`src/rtl/bcd2_to_bin.sv`:
```
// Two-digit packed BCD plus decimal carry (0..199) to 8-bit binary.
// Reverse double-dabble: one right shift with subtract-3 correction per clock.
module bcd2_to_bin (
  input  logic       clk,
  input  logic       rst,
  input  logic       start,
  input  logic [7:0] bcd_in,
  input  logic       carry_in,
  output logic       busy,
  output logic       done,
  output logic [7:0] bin_out,
  output logic       err
);

  localparam int unsigned BinW   = 8;
  localparam int unsigned BcdW   = 12;
  localparam int unsigned CntW   = 3;
  localparam int unsigned DigW   = 4;
  localparam int unsigned NumDig = BcdW / DigW;

  typedef enum logic {
    IDLE = 1'b0,
    CONV = 1'b1
  } state_t;

  state_t            state_q, state_d;
  logic [BcdW-1:0]   bcd_q, bcd_d;
  logic [BinW-1:0]   bin_q, bin_d;
  logic [CntW-1:0]   cnt_q, cnt_d;
  logic              busy_q, busy_d;
  logic              done_q, done_d;
  logic [BinW-1:0]   bin_out_q, bin_out_d;
  logic              err_q, err_d;

  logic [BcdW+BinW-1:0] shift_c;
  logic [BcdW-1:0]      bcd_corr_c;
  logic [BinW-1:0]      bin_shift_c;
  logic                 digits_ok_c;
  logic                 last_c;

  assign digits_ok_c = (bcd_in[7:4] <= 4'd9) && (bcd_in[3:0] <= 4'd9);
  assign last_c      = (cnt_q == CntW'(7));

  // One reverse double-dabble step: shift right, then pull each digit >= 8 back by 3.
  always_comb begin
    shift_c     = {bcd_q, bin_q} >> 1;
    bin_shift_c = shift_c[BinW-1:0];
    bcd_corr_c  = shift_c[BcdW+BinW-1:BinW];
    for (int i = 0; i < NumDig; i++) begin
      if (bcd_corr_c[i*DigW +: DigW] >= DigW'(8)) begin
        bcd_corr_c[i*DigW +: DigW] = bcd_corr_c[i*DigW +: DigW] - DigW'(3);
      end
    end
  end

  always_ff @(posedge clk) begin
    if (rst) begin
      state_q   <= IDLE;
      bcd_q     <= '0;
      bin_q     <= '0;
      cnt_q     <= '0;
      busy_q    <= 1'b0;
      done_q    <= 1'b0;
      bin_out_q <= '0;
      err_q     <= 1'b0;
    end else begin
      state_q   <= state_d;
      bcd_q     <= bcd_d;
      bin_q     <= bin_d;
      cnt_q     <= cnt_d;
      busy_q    <= busy_d;
      done_q    <= done_d;
      bin_out_q <= bin_out_d;
      err_q     <= err_d;
    end
  end

  always_comb begin
    state_d = state_q;
    unique case (state_q)
      IDLE: if (start && digits_ok_c) state_d = CONV;
      CONV: if (last_c) state_d = IDLE;
      default: state_d = IDLE;
    endcase
  end

  // Datapath and registered outputs; invalid digits report immediately without converting.
  always_comb begin
    bcd_d     = bcd_q;
    bin_d     = bin_q;
    cnt_d     = cnt_q;
    busy_d    = busy_q;
    done_d    = 1'b0;
    bin_out_d = bin_out_q;
    err_d     = err_q;
    unique case (state_q)
      IDLE: begin
        if (start) begin
          if (!digits_ok_c) begin
            bin_out_d = '0;
            err_d     = 1'b1;
            done_d    = 1'b1;
          end else begin
            bcd_d  = {3'b000, carry_in, bcd_in};
            bin_d  = '0;
            cnt_d  = '0;
            err_d  = 1'b0;
            busy_d = 1'b1;
          end
        end
      end
      CONV: begin
        bcd_d = bcd_corr_c;
        bin_d = bin_shift_c;
        cnt_d = CntW'(cnt_q + CntW'(1));
        if (last_c) begin
          bin_out_d = bin_shift_c;
          done_d    = 1'b1;
          busy_d    = 1'b0;
        end
      end
      default: ;
    endcase
  end

  assign busy    = busy_q;
  assign done    = done_q;
  assign bin_out = bin_out_q;
  assign err     = err_q;

endmodule

```
`config.mk`:
```
export PLATFORM = sky130hd
export DESIGN_NAME = bcd2_to_bin
export DESIGN_NICKNAME = d
export VERILOG_FILES = /design/src/rtl/bcd2_to_bin.sv
export SDC_FILE = /design/constraint.sdc
export NUM_CORES = 1
export LEC_CHECK = 0
export ABC_AREA = 0
export CAP_MARGIN = 20
export CORE_ASPECT_RATIO = 0.6
export CORE_MARGIN = 8
export CORE_UTILIZATION = 46
export CTS_CLUSTER_DIAMETER = 60
export CTS_CLUSTER_SIZE = 40
export DETAILED_ROUTE_END_ITERATION = 7
export PLACE_DENSITY = 0.77
export SYNTH_ARGS = -nofsm -noshare
export SYNTH_HDL_FRONTEND = slang
export SYNTH_SLANG_ARGS = --single-unit
```
`constraint.sdc`:
```
create_clock -name clk -period 1.85 [get_ports clk]
set_clock_uncertainty 0.2 [all_clocks]
set_input_delay 0.185 -clock clk [delete_from_list [all_inputs] [get_ports clk]]
set_output_delay 0.185 -clock clk [all_outputs]
set_load 0.005 [all_outputs]
```
==> flow_metrics.tcl, run 1 <==
set metrics [dict create \
    worst_slack_placed_ps -58.9 \
    kind_of_start_point_of_the_critical_path "register" \
    post_synth_num_cell_types 32 \
    holdWs_ps 260 \
    p_int_mw 1.23 \
    post_drt_wl_per_cell_um 14.1 \
    timing.max_cap.violations 0 \
    mappedNetlistNets 169 \
    maximum_number_of_pins_on_one_net_before_global_route_repair 33 \
    cts_post_setup_buffers_inserted 0 \
    synth.avg_cell_area_sq_um 9.45 \
    antenna_found_initial 0 \
    timing.critical_path.cells "ha_1 > ha_1 > and2_2 > or3b_1 > a21oi_1" \
    clkSinkCount 31 \
    die_w_um 87.9 \
    p_clk_frac 0.426 \
    clock.fmax_mhz 572 \
    final_nets 198 \
    power.combinational.fraction 0.130 \
    die_area_sq_um 5200 \
    initial_core_util 0.490 \
    detailroute.via_count 1185 \
    number_of_global_route_vias_before_repair 1189 \
    worstSetupEndpointType "register" \
    numPortBuffers 22 \
    post-route-drc-count 0 \
    cts_root_buf "clkbuf_8" \
    tritoncts.num_buffers 5 \
    synthesis.instances 151 \
    critPathSlowestCell "or3b_1" \
    grt_use_total 0.133 \
    p_seq_frac 0.444 \
    initial_drc_count 73 \
    routed_via_density 5.31 \
    dieHeight_um 59.1 \
    setup_viol 0 \
    pwr_density_cell_nw_per_um2 876 \
    core.rowCount 15 \
    synth_seq_area_share 0.435 \
    synthToLayoutAreaGrowth_pct 29.4 \
    top_level_ports 23 \
    number_of_levels_the_h_tree_was_split_into 2 \
    critPathRequiredTime_ps 1870 \
    timing.final.max_slew_violations 0 \
    worstHoldPathType "reg2reg" \
    pre_repair_dr_iteration_count 4 \
    worst_slew_pin_slew_ps 278 \
    synth_seq_cells 31 \
    grt_first_pass_wirelength_um 5370 \
    place_congestion 0.853 \
    tritoncts "done" \
    arrival_ps 1770 \
    commonest_non_fill_non_tap_cell_in_the_layout "dfxtp_1" \
    finish.utilization 0.634 \
    post_dp_hpwl_um 2190 \
    status "finished, final reports clean" \
    power_leakage_nw 0.676 \
    postRouteAntennaNets 0 \
    finalWorstSetupSlack_ps 103 \
    unrepaired_setup_endpoints_after_global_routing "false" \
    report.final.hold_viol_count 0 \
    diodes 0 \
    syn_area_sq_um 1430 \
    critPathBufInv 0 \
    grt_overflow 0 \
    clock_latency_ps 290 \
    fin_crit_sh 0.944 \
    irDropWorstVdd_v 0.000388 \
    timing.setup.critical_path_class "reg2reg" \
    wl_um 3140 \
    ys_warn_count 0 \
    most_prevalent_standard_cell_on_the_critical_path "ha_1" \
    clk_pin_slew_worst_paths_ps 60 \
    slew_headroom 0.813 \
    switchingPower_mw 0.386 \
    cts_buffer_depth 2 \
    layout.cells.most_common_list "dfxtp_1 (31), clkdlybuf4s50_1 (22), nor2_1 (21), a21oi_1 (11), a22oi_1 (10)" \
    crit_path_max_fanout 9 \
    layout-drive-gt1-share 0.133 \
    switching_share_of_power 0.239 \
    fp.coreArea_sq_um 2910 \
    final_period_minus_worst_setup_slack_ps 1750 \
    critPathTopFamily "simple AND/OR/NAND/NOR gates" \
    critPathMaxStageDelay_ps 390 \
]
-- tightest hold or removal path: cells and delay by family, from the launching register on --
family | cells | cell delay (ps)
compound gates | 1 | 50
flops | 1 | 310
simple gates | 1 | 60
-- per-layer routing --
metal	vias to the layer above	global-route usage	wire (um)
met5	-	0	0
met4	0	0.0631	41
met3	5	0.0733	247
met2	39	0.187	1340
met1	546	0.161	1510
li1	595	-	-
-- logic make-up after synthesis --
family | share of synthesized area
xor+xnor | 0.0246
mux | 0.00702
flops | 0.435
buf+inv | 0.0579
compound gates | 0.222
fa+ha+maj | 0.0526
simple gates | 0.201
-- path summary, 6_finish.rpt --
check / startpoint / end / slack (ps) / cells past startpoint
worst max-delay path: cnt_q[0]$_SDFFE_PP0P_ / bin_out[5]$_SDFFE_PP0P_ / 100 / 5
worst min register to register: bin_out[0]$_SDFFE_PP0P_ / bin_out[0]$_SDFFE_PP0P_ / 260 / 2
worst min-delay path: bin_out[0]$_SDFFE_PP0P_ / bin_out[0]$_SDFFE_PP0P_ / 260 / 2
worst max register to register: cnt_q[0]$_SDFFE_PP0P_ / bin_out[5]$_SDFFE_PP0P_ / 100 / 5
-- area by class of cell --
class | instances | area, sq um
timing repair buffer | 32 | 308
clock inverter | 2 | 35.0
multi-input combinational | 104 | 724
inverter | 6 | 22.5
clock buffer | 6 | 82.6
tap | 42 | 52.6
fill | 237 | 1060
sequential | 31 | 621
-- power groups by stage --
stage | clock network [mW] | logic [mW] | registers (mW)
floorplan | 0 | 0.125 | 0.728
detailed placement | 0 | 0.209 | 0.732
global route | 0.734 | 0.230 | 0.721
global placement | 0 | 0.203 | 0.730
CTS | 0.709 | 0.211 | 0.717
finish | 0.689 | 0.210 | 0.718
-- timing repair --
| action | CTS | global route |
|---|---|---|
| endpoints found under the setup margin | 0 | 2 |
| hold buffers | 0 | 0 |
| gates resized for setup | 0 | 1 |
-- Yosys cell counts --
cell type  number  area share
dfxtp_1        31        0.44
nor2_1         21       0.055
a21oi_1        11       0.039
a22oi_1        10       0.053
nand3_1         7       0.025
or3b_1          7       0.043
ha_1            6       0.053
inv_1           6       0.016
nand2_1         6       0.016
nor3_1          5       0.018
clkbuf_1        4       0.011
o211ai_1        4       0.021
a222oi_1        3       0.021
buf_2           3       0.011
nand2b_1        3       0.013
nor2b_1         3       0.013
xnor2_1         3       0.018
buf_6           2       0.016
o21ai_4         2       0.023
o22ai_1         2      0.0088
a2111oi_4       1       0.019
a21boi_4        1       0.013
a31o_1          1      0.0061
a31oi_4         1       0.015
and2_1          1      0.0044
and3_1          1      0.0044
buf_4           1      0.0053
mux2i_1         1      0.0070
nand3b_1        1      0.0053
o21ai_1         1      0.0035
or2_1           1      0.0044
xor2_1          1      0.0061
-- registers in the layout, summed over array words and instances, names as in the netlist --
| name | flops |
|---|---|
| bcd_q | 9 |
| bin_out | 8 |
| bin_q | 7 |
| busy | 1 |
| cnt_q | 3 |
| done | 1 |
| err | 1 |
| state_q | 1 |
-- stage by stage --
stage	setup TNS, ps	std cells	area (sq um)	total power [mW]
after floorplan	0	151	1430	0.853
after global placement	0	215	1730	0.933
after detailed placement	-121	215	1730	0.940
after CTS	0	223	1840	1.64
after global routing	0	223	1850	1.69
final	0	223	1850	1.62
Note: power is estimated with default switching activity, not from simulation.
==> run 2: changes to the inputs <==
ABC_AREA = unset   (was 0)
SLEW_MARGIN = 20   (was unset)
==> results of run 2 <==
Same layout as run 1: the final DEF is identical, and so are final timing and power.
